File: config.mk
export PLATFORM = sky130hd
export DESIGN_NAME = alu_banked
export DESIGN_NICKNAME = d
export VERILOG_FILES = /design/src/rtl/alu_banked_pkg.sv /design/src/rtl/alu_banked_exec.sv /design/src/rtl/alu_banked.sv
export SDC_FILE = /design/constraint.sdc
export NUM_CORES = 1
export LEC_CHECK = 0
export BUFFER_PORTS_ARGS = -buffer_cell sky130_fd_sc_hd__buf_2
export CAP_MARGIN = 20
export CELL_PAD_IN_SITES_DETAIL_PLACEMENT = 1
export CELL_PAD_IN_SITES_GLOBAL_PLACEMENT = 2
export CORE_ASPECT_RATIO = 1.25
export CORE_MARGIN = 5
export CORE_UTILIZATION = 40
export CTS_CLUSTER_SIZE = 14
export DETAILED_ROUTE_END_ITERATION = 12
export MAX_ROUTING_LAYER = met4
export PLACE_DENSITY_LB_ADDON = 0.1
export SYNTH_ARGS = -nofsm -noshare
export SYNTH_HDL_FRONTEND = slang
export SYNTH_SLANG_ARGS = --single-unit
File: constraint.sdc
create_clock -name clock -period 10.4 [get_ports clock]
set_clock_uncertainty 0.2 [all_clocks]
set_input_delay 2.08 -clock clock [delete_from_list [all_inputs] [get_ports clock]]
set_output_delay 2.08 -clock clock [all_outputs]
set_load 0.005 [all_outputs]
File: src/rtl/alu_banked_pkg.sv
// Shared definitions for the banked accumulator ALU: opcodes, FSM states and
// the register-select width helper.
package alu_banked_pkg;

  localparam logic [3:0] OP_NOP = 4'h0;
  localparam logic [3:0] OP_LDI = 4'h1;
  localparam logic [3:0] OP_ADD = 4'h2;
  localparam logic [3:0] OP_SUB = 4'h3;
  localparam logic [3:0] OP_NOT = 4'h4;
  localparam logic [3:0] OP_AND = 4'h5;
  localparam logic [3:0] OP_IOR = 4'h6;
  localparam logic [3:0] OP_XOR = 4'h7;
  localparam logic [3:0] OP_SHL = 4'h8;
  localparam logic [3:0] OP_SHR = 4'h9;
  localparam logic [3:0] OP_EQL = 4'hA;
  localparam logic [3:0] OP_NEQ = 4'hB;
  localparam logic [3:0] OP_LTS = 4'hC;
  localparam logic [3:0] OP_LTE = 4'hD;
  localparam logic [3:0] OP_GTS = 4'hE;
  localparam logic [3:0] OP_GTE = 4'hF;

  typedef enum logic [1:0] {
    RESET = 2'd0,
    READY = 2'd1,
    SHIFT = 2'd2,
    ERROR = 2'd3
  } state_e;

  // Smallest rb with 2**rb >= nregs.
  function automatic int calc_rb(input int nregs);
    int rb;
    rb = 0;
    for (int i = 0; i < 31; i++) begin
      if ((1 << i) < nregs) rb = i + 1;
    end
    return rb;
  endfunction

endpackage

File: src/rtl/alu_banked_exec.sv
// Single-cycle combinational datapath for all non-shift opcodes.
// ALU_BANKED_SATURATE_EN: ADD/SUB clamp instead of wrapping (carry still set).
module alu_banked_exec
  import alu_banked_pkg::*;
#(
  parameter int WIDTH = 8
) (
  input  logic [3:0]       op,
  input  logic [WIDTH-1:0] a,
  input  logic [WIDTH-1:0] imm,
  output logic [WIDTH-1:0] value,
  output logic             carry
);

  logic [WIDTH:0] sum;
  logic [WIDTH:0] diff;

  assign sum  = {1'b0, a} + {1'b0, imm};
  assign diff = {1'b0, a} - {1'b0, imm};

  // Shift opcodes fall into the default arm: a zero-length shift rewrites a unchanged.
  always_comb begin
    value = a;
    carry = 1'b0;
    case (op)
      OP_LDI: value = imm;
      OP_ADD: begin
        carry = sum[WIDTH];
`ifdef ALU_BANKED_SATURATE_EN
        value = sum[WIDTH] ? '1 : sum[WIDTH-1:0];
`else
        value = sum[WIDTH-1:0];
`endif
      end
      OP_SUB: begin
        carry = diff[WIDTH];
`ifdef ALU_BANKED_SATURATE_EN
        value = diff[WIDTH] ? '0 : diff[WIDTH-1:0];
`else
        value = diff[WIDTH-1:0];
`endif
      end
      OP_NOT: value = ~a;
      OP_AND: value = a & imm;
      OP_IOR: value = a | imm;
      OP_XOR: value = a ^ imm;
      OP_EQL: value = WIDTH'(a == imm);
      OP_NEQ: value = WIDTH'(a != imm);
      OP_LTS: value = WIDTH'(a < imm);
      OP_LTE: value = WIDTH'(a <= imm);
      OP_GTS: value = WIDTH'(a > imm);
      OP_GTE: value = WIDTH'(a >= imm);
      default: ;
    endcase
  end

endmodule

File: src/rtl/alu_banked.sv
// Banked accumulator ALU: NREGS accumulators, ready handshake, iterative shifts,
// zero/carry flags and sticky error. Optional macro: ALU_BANKED_SATURATE_EN.
module alu_banked
  import alu_banked_pkg::*;
#(
  parameter int WIDTH = 8,
  parameter int NREGS = 4,
  localparam int RB = calc_rb(NREGS)
) (
  input  logic                  clock,
  input  logic                  reset,
  input  logic [4+RB+WIDTH-1:0] inst,
  input  logic                  inst_en,
  output logic                  inst_ready,
  output logic [WIDTH-1:0]      result,
  output logic                  flag_zero,
  output logic                  flag_carry,
  output logic                  error
);

  localparam logic [WIDTH-1:0] WIDTH_V = WIDTH'(WIDTH);
  localparam logic [WIDTH-1:0] ONE_V   = WIDTH'(1);

  logic [3:0]       op;
  logic [RB-1:0]    reg_idx;
  logic [WIDTH-1:0] imm;

  assign {op, reg_idx, imm} = inst;

  state_e           state_q, state_d;
  logic [WIDTH-1:0] acc_q [NREGS];
  logic [WIDTH-1:0] acc_d [NREGS];
  logic [RB-1:0]    sel_q, sel_d;
  logic             zero_q, zero_d;
  logic             carry_q, carry_d;
  logic [WIDTH-1:0] cnt_q, cnt_d;
  logic             left_q, left_d;

  logic [WIDTH-1:0] exec_value;
  logic             exec_carry;
  logic [WIDTH-1:0] shift_src;
  logic [WIDTH-1:0] shifted;
  logic             shift_out;
  logic             is_shift;

  alu_banked_exec #(.WIDTH(WIDTH)) u_exec (
    .op    (op),
    .a     (acc_q[reg_idx]),
    .imm   (imm),
    .value (exec_value),
    .carry (exec_carry)
  );

  assign is_shift  = (op == OP_SHL) || (op == OP_SHR);
  assign shift_src = acc_q[sel_q];
  assign shifted   = left_q ? {shift_src[WIDTH-2:0], 1'b0} : {1'b0, shift_src[WIDTH-1:1]};
  assign shift_out = left_q ? shift_src[WIDTH-1] : shift_src[0];

  always_comb begin
    state_d = state_q;
    acc_d   = acc_q;
    sel_d   = sel_q;
    zero_d  = zero_q;
    carry_d = carry_q;
    cnt_d   = cnt_q;
    left_d  = left_q;
    case (state_q)
      RESET: state_d = READY;
      READY: begin
        if (inst_en) begin
          sel_d = reg_idx;
          if (is_shift && (imm >= WIDTH_V)) begin
            state_d = ERROR;
          end else if (is_shift && (imm != '0)) begin
            state_d = SHIFT;
            cnt_d   = imm;
            left_d  = (op == OP_SHL);
          end else if (op != OP_NOP) begin
            acc_d[reg_idx] = exec_value;
            zero_d         = (exec_value == '0);
            carry_d        = exec_carry;
          end
        end
      end
      // One bit per cycle; the remaining count reaching one means this is the last step.
      SHIFT: begin
        acc_d[sel_q] = shifted;
        zero_d       = (shifted == '0);
        carry_d      = shift_out;
        cnt_d        = cnt_q - ONE_V;
        if (cnt_q == ONE_V) state_d = READY;
      end
      ERROR: ;
      default: state_d = RESET;
    endcase
  end

  always_ff @(posedge clock) begin
    if (reset) begin
      state_q <= RESET;
      sel_q   <= '0;
      zero_q  <= 1'b0;
      carry_q <= 1'b0;
      cnt_q   <= '0;
      left_q  <= 1'b0;
      for (int i = 0; i < NREGS; i++) acc_q[i] <= '0;
    end else begin
      state_q <= state_d;
      sel_q   <= sel_d;
      zero_q  <= zero_d;
      carry_q <= carry_d;
      cnt_q   <= cnt_d;
      left_q  <= left_d;
      acc_q   <= acc_d;
    end
  end

  assign inst_ready = (state_q == READY);
  assign error      = (state_q == ERROR);
  assign result     = error ? '0 : acc_q[sel_q];
  assign flag_zero  = error ? 1'b0 : zero_q;
  assign flag_carry = error ? 1'b0 : carry_q;

endmodule

# ---- Word-level counts from Yosys, hierarchy flattened
# Cells that the tools add are included.
dict set report totals {
  regBits 47
  word_cells 117
  in_bits 17
}
dict set report classes {
  order_cmp 9
  eq_ne 28
  add_sub_neg 3
  n_reduce_logical 17
  n_bitwise 7
  mux 43
}
# operator count
set ops {}
lappend ops {{$mux W32} 4}
lappend ops {{$pmux W8 S13} 1}
lappend ops {{$mux W8} 11}
lappend ops {{$bwmux W32} 2}
lappend ops {{$pmux W32 S2} 1}
lappend ops {{$bmux W8 S2} 2}
lappend ops {{$demux W8 S2} 2}
lappend ops {{$eq A4 B4 Y1 const B} 8}
lappend ops {{$eq A4 B3 Y1 const B} 4}
lappend ops {{$logic_not A8 Y1} 2}
lappend ops {{$pmux W8 S2} 1}
lappend ops {{$reduce_and A4 Y1} 3}
lappend ops {{$mux W1} 11}
lappend ops {{$add A8 B8 Y9} 1}
lappend ops {{$sub A8 B8 Y9} 1}
lappend ops {{$and A8 B8 Y8} 1}
lappend ops {{$eq A4 B2 Y1 const B} 2}
lappend ops {{$eq A8 B1 Y1 const B} 1}
lappend ops {{$eq A8 B8 Y1} 1}
lappend ops {{$ge A8 B4 Y1 const B} 1}
lappend ops {{$ge A8 B8 Y1} 1}
lappend ops {{$gt A8 B8 Y1} 1}
lappend ops {{$le A8 B8 Y1} 1}
lappend ops {{$lt A8 B8 Y1} 1}
lappend ops {{27 further kinds} 43}

# ---- Logic depth before layout (Yosys ltp)
# Gate-level depths: netlist of the first run.
dict set report logic_depth {
  ltp_word 12
  mapped_depth 13
  depth_no_buf 12
}

# ---- Cells and area by module
# From an unflattened synthesis of the first run, not the netlist that was laid out.
dict set report unflattened {
  hier_cells 598
  area_unflattened_um2 5054.8
}
# mod seq_area_each_um2 n_inst cells_each area_each_um2
set modules_own_cells {}
lappend modules_own_cells {alu_banked 940.9 1 374 3604.7}
lappend modules_own_cells {alu_banked_exec 0.0 1 224 1450.1}

# ---- Least setup slack after synthesis of the first run
# Ideal clock, no wire load.
dict set report synth_timing {
  path_kind {input to register}
  from {input port inst[8]}
  to {register zero_q}
  n_path_buf 1
  slack_ps 4791
  t_required_ps 10112
  stages 13
  arrival_ps 5321
  path_cell_list {buf_2 mux4_2 inv_1 ha_1 inv_1 fa_1 o211ai_1 o21a_1 o211ai_1 o32a_1 or4_1 or4_1 o32ai_2}
}
dict set report synth_between {
  elab_chain_len 12
}
# item line_no
set synth_lines {}
lappend synth_lines {{start: declaration} alu_banked.sv:12} ;# input logic [4+RB+WIDTH-1:0] inst,
lappend synth_lines {{$not A2 Y3 (implied by the code) (*)} alu_banked.sv:48} ;# .a (acc_q[reg_idx]),
lappend synth_lines {{$bmux W8 S2 (*)} alu_banked.sv:48}
lappend synth_lines {{$mux W8 (implied by the code) (*) (2 in series)} alu_banked.sv:48}
lappend synth_lines {{$sub A8 B8 Y9, or another cell as far along} alu_banked_exec.sv:19} ;# assign diff = {1'b0, a} - {1'b0, imm};
lappend synth_lines {{$pmux W8 S13 (*)} alu_banked_exec.sv:25} ;# case (op)
lappend synth_lines {{$logic_not A8 Y1 (*)} alu_banked.sv:80} ;# zero_d = (exec_value == '0);
lappend synth_lines {{$mux W1 (*)} alu_banked.sv:78} ;# end else if (op != OP_NOP) begin
lappend synth_lines {{$mux W1 (*)} alu_banked.sv:74} ;# end else if (is_shift && (imm != '0)) begin
lappend synth_lines {{$mux W1 (*)} alu_banked.sv:72} ;# if (is_shift && (imm >= WIDTH_V)) begin
lappend synth_lines {{$mux W1 (*)} alu_banked.sv:70} ;# if (inst_en) begin
lappend synth_lines {{$pmux W1 S2 (*)} alu_banked.sv:67} ;# case (state_q)
lappend synth_lines {{end signal: assignment} alu_banked.sv:110} ;# zero_q <= zero_d;
lappend synth_lines {{end: declaration} alu_banked.sv:34} ;# logic zero_q, zero_d;
# Mark *: on every way between the ends. The rest lies on a longest branch, timed or not. The select of a mux whose other input is x is not followed.
# A chain may end at the register's enable or synchronous reset.

# ---- Worst setup path in the final report of the first run
# Same ends and word-level chain as after synthesis.

==> flow_summary_export.csv, run 1 <==
group,metric,value,unit
timing,fin_crit_sh,0.561,
detailed_routing,drt_iter0_drc,255,
yosys,synth_fp_nets,596,
timing,max_freq,0.171,GHz
detailed_routing,drtAntennaViolNets,0,
placed_design,dp_hpwl,12100,um
yosys,synth_area,4290,um^2
detailed_routing,drc,0,
cts,clk_pin_slew,0.06,ns
worst_setup_path,worstPathMaxFanout,13,
yosys,synth_top_area_cell,"dfxtp_1",
timing,slew_headroom,0.228,
timing,setup_viol,0,
cts,numCtsBuffers,5,
grt,overflow,0,
floorplanning,core-area,10600,um^2
power_and_ir_drop,ir_worst_vdd,106,uV
timing,period_minus_slack,5.83,ns
floorplanning,die_y,126,um
detailed_routing,drt_first_pass_iters,7,
cts,h-tree-depth,2,
min_path,hp-start,"cnt_q[7]$_SDFFE_PP0P_",
worst_setup_path,worst_setup_path_start_kind,"primary input",
layout,antennaDiodeCount,0,
detailed_routing,via_per_inst,6.44,
detailed_routing,vias,4439,
status,status,"finished, final reports clean",
grt,grt_max_degree,49,
grt,grt_pass1_vias,4596,
power_and_ir_drop,powerDensity,100,nW/um^2
cts,cts_root_buffer,"clkbuf_16",
cts,postCtsHoldBufs,0,
cts,cts_tree,"built",
yosys,synthCells,548,
worst_setup_path,path_class,"primary input to flop",
cts,cts.repair.resized,0,
yosys,ys_warn_count,0,
yosys,ys_ff_latch,47,
timing,slew_violations,0,
yosys,synthDistinctLibCells,63,
timing,hold_viol,0,
layout,postLayoutCellArea,4670,um^2
yosys,ys_top_cells_by_area,"dfxtp_1 22%, ha_1 8.5%, mux4_2 8.4%, a21oi_1 5.9%, nor3_1 5.0%",
timing,tns,0,ns
layout,area_growth,8.87,%
power_and_ir_drop,p_leak,1.73,nW
timing,worst_slack,4.57,ns
cts,cts_max_path_buffers,2,
floorplanning,die-width,103,um
yosys,synth-edff-count,0,
layout,regArea,941,um^2
floorplanning,num_rows,42,
cts,post_cts_buffers,0,
worst_setup_path,worst_r2r_path_depth,10,
cts,cts_sinks,47,
min_path,hold_path.class,"flop to flop",
timing,worst_pin_slew,1.16,ns
job,max-cap-violations,0,
cts,clk_latency,0.29,ns
layout,multiInputGateArea,3080,um^2
placed_design,postPlaceCellArea,4510,um^2
placed_design,pre_cts_ws,4.27,ns
worst_setup_path,worstReg2RegStart,"acc_q[1]$_SDFFE_PP0P_",
placed_design,globalplace.congestion,0.942,
floorplanning,ios,29,
grt,grt_first_pass_wirelength,26000,um
floorplanning,initial_utilization,0.406,
worst_setup_path,end_kind,"flop",
placed_design,port_buffers,28,
detailed_routing,wl_per_cell,24.0,um
worst_setup_path,critPathArrivalTime,5.84,ns
yosys,synth_top_area_share,0.219,
min_path,worst_hold_path.num_cells,1,
yosys,seq_area_frac_synth,0.219,
layout,fin_util,0.442,
layout,final_cell_mix,"51 x nand2_1, 51 x a21oi_1, 47 x dfxtp_1",
detailed_routing,routed_wl,16500,um
yosys,ys.flop_type,"dfxtp_1",
layout,fillCellCount,1338,
layout,fin_nets,604,
placed_design,dp_cells,681,
min_path,holdPathEnd,"cnt_q[7]$_SDFFE_PP0P_",
floorplanning,die-area,12900,um^2
layout,fin_cells,689,
worst_setup_path,rr_endpoint,"zero_q$_SDFFE_PP0P_",
yosys,async_flop_share,0,
worst_setup_path,worstPathRequired,10.40,ns
yosys,avgSynthCellArea,7.83,um^2
grt,grt_usage,0.269,
worst_setup_path,r2r_slack,6.48,ns
layout,drive_above_1_share,0.136,
grt,antenna_found_initial,0,
timing,rsz0062_at_grt,"no",
worst max-delay path, cell delays in order:
cell and delay [ns]:
buf_2 0.37, mux4_2 0.63, inv_1 0.09, ha_1 0.32, nor3_1 0.45, nor3_1 0.15, mux2i_1 0.15, o32a_1 0.43
or4_1 0.53, or4_1 0.42, o32ai_2 0.20
registers in the layout (all words and copies together), names as in the netlist:
signal / flops
sel_q: 2
cnt_q: 8
left_q: 1
carry_q: 1
acc_q: 32
state_q: 2
zero_q: 1
cells in the mapped netlist, types with 4 or more instances:
| master | n |
|---|---|
| a21oi_1 | 51 |
| mux2i_1 | 11 |
| nor2_1 | 45 |
| and3_1 | 4 |
| a31oi_1 | 5 |
| a221oi_1 | 4 |
| mux4_2 | 16 |
| dfxtp_1 | 47 |
| buf_2 | 5 |
| o21ai_0 | 14 |
| nand2_1 | 51 |
| inv_1 | 29 |
| and2_1 | 11 |
| o22ai_1 | 4 |
| nor3_1 | 43 |
| clkbuf_1 | 30 |
| nand3_1 | 7 |
| a211oi_1 | 8 |
| nor2b_1 | 11 |
| a22oi_1 | 25 |
| nand2b_1 | 9 |
| o211ai_1 | 7 |
| o221ai_1 | 4 |
| ha_1 | 29 |
| mux2_2 | 7 |
| xnor2_1 | 4 |
| or4_1 | 4 |
| o21a_1 | 4 |
cells by family (layout without fill, tap and decap cells):
| family | after synthesis | count (layout) | synth area share |
|---|---|---|---|
| flops | 47 | 47 | 0.219 |
| simple gates | 213 | 213 | 0.252 |
| buf+inv | 68 | 77 | 0.0636 |
| xor+xnor | 4 | 4 | 0.00816 |
| fa+ha+maj | 31 | 31 | 0.0939 |
| mux | 34 | 34 | 0.128 |
| compound gates | 151 | 151 | 0.235 |
power by group:
| group | internal (mW) | leakage (nW) | switching, mW |
|---|---|---|---|
| Combinational | 0.0368 | 1.27 | 0.0700 |
| Clock | 0.102 | 0.0772 | 0.0679 |
| Sequential | 0.185 | 0.380 | 0.00661 |
| Total | 0.324 | 1.73 | 0.145 |
how the worst max path moves through the flow:
stage / to / startpoint / slack [ns] / cells after the start
floorplan: zero_q$_SDFFE_PP0P_ / inst[8] / 4.79 / 13
global route: zero_q$_SDFFE_PP0P_ / inst[8] / 4.37 / 11
CTS: zero_q$_SDFFE_PP0P_ / inst[8] / 4.56 / 11
detailed placement: zero_q$_SDFFE_PP0P_ / inst[8] / 4.27 / 11
global placement: zero_q$_SDFFE_PP0P_ / inst[8] / 4.37 / 14
finish: zero_q$_SDFFE_PP0P_ / inst[8] / 4.57 / 11
layer usage:
| metal | global-route usage | part of all wire |
|---|---|---|
| met1 | 0.324 | 0.40 |
| met2 | 0.433 | 0.49 |
| met3 | 0.0387 | 0.059 |
| met4 | 0.130 | 0.049 |
| met5 | - | 0 |
metrics by stage:
step                power (mW)  hold WS, ns
floorplan                0.264        0.239
global placement         0.299        0.254
detailed placement       0.301        0.262
CTS                      0.471        0.274
global route             0.491        0.308
finish                   0.469        0.276
area by class of cell:
class                      count  area share
multi-input combinational    433       0.659
sequential                    47       0.201
tap                          132      0.0354
timing repair buffer          38      0.0461
clock buffer                   8      0.0335
inverter                      31      0.0249
Note: power is estimated with default switching activity, not from simulation.
==> run 2, diff against run 1 <==
Settings changed: CORE_UTILIZATION 40 to 37.
Clock period 10.4 ns to 5.46 ns, I/O delays scaled along.
==> run 2 against run 1 <==
Effect of this change: global-route usage is 2.5 points lower; hold slack worse by 0.0025 ns; flip-flop and latch count stayed put; sequential share of layout area is 0.33 points lower; sequential power is 90% higher; via count is 0.63% higher; critical path depth is 2 higher; final area is 1.7% higher; combinational power is 95% higher; power is 100% higher; clock power is 110% higher; highest routed layer unchanged.
==> flow_summary_export.csv, run 2 (synthesized netlist as in run 1, its figures left out) <==
group,metric,value,unit
cts,cts_sinks,47,
detailed_routing,routed_wl,16400,um
floorplanning,die_y,130,um
detailed_routing,vias,4467,
cts,clk_latency,0.29,ns
detailed_routing,drt_first_pass_iters,4,
status,status,"finished, final reports clean",
placed_design,port_buffers,28,
grt,grt_pass1_vias,4640,
floorplanning,ios,29,
cts,clk_pin_slew,0.07,ns
grt,grt_first_pass_wirelength,25600,um
detailed_routing,drc,0,
layout,area_growth,10.7,%
grt,grt_usage,0.244,
detailed_routing,via_per_inst,6.36,
cts,post_cts_buffers,0,
timing,rsz0062_at_grt,"no",
layout,fin_cells,702,
layout,fin_nets,611,
grt,overflow,0,
grt,grt_max_degree,49,
floorplanning,die-area,13900,um^2
layout,largest_registers,"acc_q (32), cnt_q (8)",
worst_setup_path,worstPathRequired,5.46,ns
timing,worst_pin_slew,1.14,ns
timing,tns,0,ns
cts,cts_max_path_buffers,2,
layout,multiInputGateArea,3080,um^2
layout,fin_util,0.413,
placed_design,dp_hpwl,12300,um
floorplanning,core-area,11500,um^2
timing,fin_crit_sh,0.891,
worst_setup_path,worstPathMaxFanout,13,
placed_design,dp_cells,694,
min_path,hold_path.class,"flop to flop",
timing,setup_viol,0,
worst_setup_path,end_kind,"flop",
detailed_routing,wl_per_cell,23.4,um
detailed_routing,drtAntennaViolNets,0,
layout,largest_reg_flops,32,
floorplanning,initial_utilization,0.373,
cts,cts_root_buffer,"clkbuf_16",
cts,cts.repair.resized,0,
timing,max_freq,0.206,GHz
layout,regMostFlops,"acc_q",
floorplanning,num_rows,44,
layout,drive_above_1_share,0.149,
floorplanning,die-width,106,um
placed_design,postPlaceCellArea,4570,um^2
power_and_ir_drop,ir_worst_vdd,138,uV
layout,fillCellCount,1429,
placed_design,globalplace.congestion,0.912,
worst_setup_path,path_class,"primary input to flop",
layout,regArea,941,um^2
cts,numCtsBuffers,5,
layout,final_cell_mix,"51 x nand2_1, 51 x a21oi_1, 47 x dfxtp_1",
worst_setup_path,critPathArrivalTime,4.87,ns
timing,hold_viol,0,
cts,h-tree-depth,2,
detailed_routing,drt_iter0_drc,322,
layout,antennaDiodeCount,0,
cts,cts_tree,"built",
power_and_ir_drop,powerDensity,197,nW/um^2
timing,period_minus_slack,4.86,ns
timing,slew_headroom,0.226,
job,max-cap-violations,0,
worst_setup_path,worst_setup_path_start_kind,"primary input",
cts,postCtsHoldBufs,0,
power_and_ir_drop,p_leak,1.77,nW
grt,antenna_found_initial,0,
timing,slew_violations,0,
layout,postLayoutCellArea,4750,um^2
power_and_ir_drop,totalPowerFinal,0.938,mW
run 2: final cells by class:
type                    instances  area share
repair buffers                 45      0.0564
clock inverters                 2     0.00738
multi-input cells             433       0.648
flip-flops and latches         47       0.198
inverters                      31      0.0245
well taps                     138      0.0364
clock buffers                   6      0.0292
run 2: worst max-delay path, cell delays in order:
cell	delay, ns
buf_2	0.36
mux4_2	0.63
inv_1	0.12
ha_1	0.20
inv_1	0.07
fa_1	0.43
o211ai_1	0.21
o21a_1	0.15
o211ai_1	0.09
o32a_1	0.38
or4_1	0.51
or4_1	0.43
o32ai_2	0.19
run 2: power by group:
part / switching [mW] / internal, mW / total (mW)
clock network: 0.136 / 0.228 / 0.364
logic: 0.134 / 0.0741 / 0.209
registers: 0.0124 / 0.352 / 0.365
run 2: final timing paths:
check,from,to,slack (ns),cells after the start
worst min register to register,acc_q[10]$_SDFFE_PP0P_,acc_q[10]$_SDFFE_PP0P_,0.27,2
worst max-delay path,inst[8],zero_q$_SDFFE_PP0P_,0.60,13
worst min-delay path,acc_q[10]$_SDFFE_PP0P_,acc_q[10]$_SDFFE_PP0P_,0.27,2
worst max register to register,acc_q[16]$_SDFFE_PP0P_,zero_q$_SDFFE_PP0P_,1.53,12
run 2: layer usage:
| layer | vias up | routed length [um] | track usage |
|---|---|---|---|
| li1 | 2056 | - | - |
| met1 | 2223 | 6920 | 0.295 |
| met2 | 142 | 8110 | 0.413 |
| met3 | 46 | 674 | 0.0221 |
| met4 | 0 | 689 | 0.113 |
| met5 | - | 0 | - |
run 2: per-stage QoR:
step	hold slack (ns)	worst slack (ns)
after floorplan	0.239	0.839
after global placement	0.252	0.438
after detailed placement	0.265	0.311
after CTS	0.275	0.611
after global routing	0.301	0.451
final	0.274	0.597
==> run 3, diff against run 2 <==
Settings changed: CORE_UTILIZATION 37 to 40.
Clock period 5.46 ns to 6.3 ns, I/O delays scaled along.
==> run 3 against run 2 <==
Effect of this change: final area decreased by 1.3%; sequential share of layout area increased by 0.27 points; flip-flop and latch count unchanged; non-clock buffer count decreased by 5; final cell count decreased by 1.6%; clock power decreased by 22%; via count decreased by 1.7%; power decreased by 17%; critical path depth decreased by 2.
==> flow_summary_export.csv, run 3 (synthesized netlist as in run 1, its figures left out) <==
group,metric,value,unit
cts,cts_max_path_buffers,2,
power_and_ir_drop,power_frac_comb,0.229,
worst_setup_path,crit_buf_inv,2,
cts,cts_tree,"built",
worst_setup_path,cp_top_family,"simple AND/OR/NAND/NOR gates",
timing,hold_viol,0,
job,max-cap-violations,0,
detailed_routing,drt_first_pass_iters,4,
floorplanning,die-width,103,um
worst_setup_path,critPathArrivalTime,5.08,ns
power_and_ir_drop,ir_worst_vdd,231,uV
timing,period_minus_slack,5.07,ns
floorplanning,initial_utilization,0.406,
status,status,"finished, final reports clean",
timing,slew_violations,0,
cts,postCtsHoldBufs,0,
worst_setup_path,critPathMaxStageDelay,0.69,ns
worst_setup_path,end_kind,"flop",
timing,worst_pin_slew,1.01,ns
detailed_routing,routed_wl,16700,um
timing,rsz0062_at_grt,"no",
timing,slew_headroom,0.327,
detailed_routing,vias,4389,
power_and_ir_drop,powerDensity,166,nW/um^2
power_and_ir_drop,p_leak,1.73,nW
worst_setup_path,worstPathCellList,"buf_2, mux4_2, inv_1, ha_1, nor3_1, nor3_1, mux2i_1, o32a_1, or4_1, or4_1, o32ai_2",
worst_setup_path,cpMaxStageDelayCell,"mux4_2",
worst_setup_path,worstPathRequired,6.32,ns
grt,antenna_found_initial,0,
floorplanning,die-area,12900,um^2
cts,clk_latency,0.30,ns
min_path,hold_path.class,"flop to flop",
power_and_ir_drop,p_sw,0.254,mW
floorplanning,die_y,126,um
detailed_routing,via_per_inst,6.35,
timing,tns,0,ns
placed_design,dp_cells,683,
layout,largest_registers,"acc_q (32), cnt_q (8)",
cts,clk_pin_slew,0.07,ns
power_and_ir_drop,clkPwrFrac,0.366,
cts,cts.repair.resized,0,
floorplanning,ios,29,
layout,area_growth,9.19,%
grt,overflow,0,
timing,max_freq,0.197,GHz
floorplanning,num_rows,42,
grt,grt_usage,0.272,
worst_setup_path,worst_setup_path_start_kind,"primary input",
layout,fin_cells,691,
layout,antennaDiodeCount,0,
layout,drive_above_1_share,0.141,
layout,regArea,941,um^2
power_and_ir_drop,p_seq_frac,0.405,
cts,cts_root_buffer,"clkbuf_16",
cts,h-tree-depth,2,
detailed_routing,drtAntennaViolNets,0,
detailed_routing,wl_per_cell,24.1,um
timing,fin_crit_sh,0.804,
layout,multiInputGateArea,3080,um^2
worst_setup_path,path_class,"primary input to flop",
layout,regMostFlops,"acc_q",
layout,fillCellCount,1317,
detailed_routing,drc,0,
placed_design,globalplace.congestion,0.944,
layout,final_cell_mix,"51 x nand2_1, 51 x a21oi_1, 47 x dfxtp_1",
layout,fin_nets,606,
floorplanning,core-area,10600,um^2
placed_design,port_buffers,28,
worst_setup_path,worstPathMaxFanout,13,
power_and_ir_drop,p_sw_frac,0.326,
grt,grt_max_degree,49,
grt,grt_pass1_vias,4575,
power_and_ir_drop,internal_power,0.526,mW
cts,post_cts_buffers,0,
cts,numCtsBuffers,5,
placed_design,dp_hpwl,12200,um
grt,grt_first_pass_wirelength,26400,um
cts,cts_sinks,47,
detailed_routing,drt_iter0_drc,281,
timing,holdWs,0.275,ns
timing,setup_viol,0,
layout,largest_reg_flops,32,
==> run 3: cell types whose count changed in the layout (fill, tap and decap cells not counted) <==
cell,previous run,this run
clkinv_4,0,1
clkinv_2,1,0
buf_4,17,12
clkinvlp_4,0,1
bufinv_16,1,0
==> run 3: per-layer routing <==
| metal | global-route usage | share of wire | up-vias |
|---|---|---|---|
| li1 | - | - | 2049 |
| met1 | 0.334 | 0.41 | 2186 |
| met2 | 0.459 | 0.51 | 127 |
| met3 | 0.0221 | 0.045 | 27 |
| met4 | 0.0988 | 0.029 | 0 |
| met5 | - | 0 | - |
==> run 3: layout make-up <==
| class | count | area share |
|---|---|---|
| inverters | 31 | 0.0248 |
| flip-flops and latches | 47 | 0.201 |
| multi-input cells | 433 | 0.657 |
| clock buffers | 6 | 0.0296 |
| well taps | 132 | 0.0353 |
| clock inverters | 2 | 0.00347 |
| repair buffers | 40 | 0.0491 |
==> run 3: worst paths after layout <==
kind | slack, ns | cells past startpoint | end | from
setup / recovery | 1.23 | 11 | zero_q$_SDFFE_PP0P_ | inst[8]
hold / removal | 0.28 | 2 | acc_q[10]$_SDFFE_PP0P_ | acc_q[10]$_SDFFE_PP0P_
setup reg to reg | 2.35 | 10 | zero_q$_SDFFE_PP0P_ | acc_q[1]$_SDFFE_PP0P_
hold reg to reg | 0.28 | 2 | acc_q[10]$_SDFFE_PP0P_ | acc_q[10]$_SDFFE_PP0P_
==> run 3: power groups by stage <==
stage / combinational (mW) / clock [mW] / sequential (mW)
2_1_floorplan: 0.119 / 0 / 0.317
3_3_place_gp: 0.173 / 0 / 0.322
3_5_place_dp: 0.176 / 0 / 0.323
4_1_cts: 0.177 / 0.289 / 0.316
5_1_grt: 0.193 / 0.305 / 0.317
6_report: 0.179 / 0.285 / 0.316
==> run 3: tightest hold or removal path: stages (launching register included) <==
cell and delay [ns]:
dfxtp_1 0.32, nand2_1 0.06, a21oi_1 0.05
==> run 3: through the flow <==
stage / total power [mW] / util / setup slack (ns) / area, um^2
global placement: 0.495 / 0.429 / 1.09 / 4530
detailed placement: 0.499 / 0.429 / 0.952 / 4530
CTS: 0.782 / 0.443 / 1.26 / 4680
global route: 0.815 / 0.443 / 1.03 / 4680
floorplan: 0.436 / - / 1.51 / 4290
finish: 0.780 / 0.443 / 1.23 / 4680
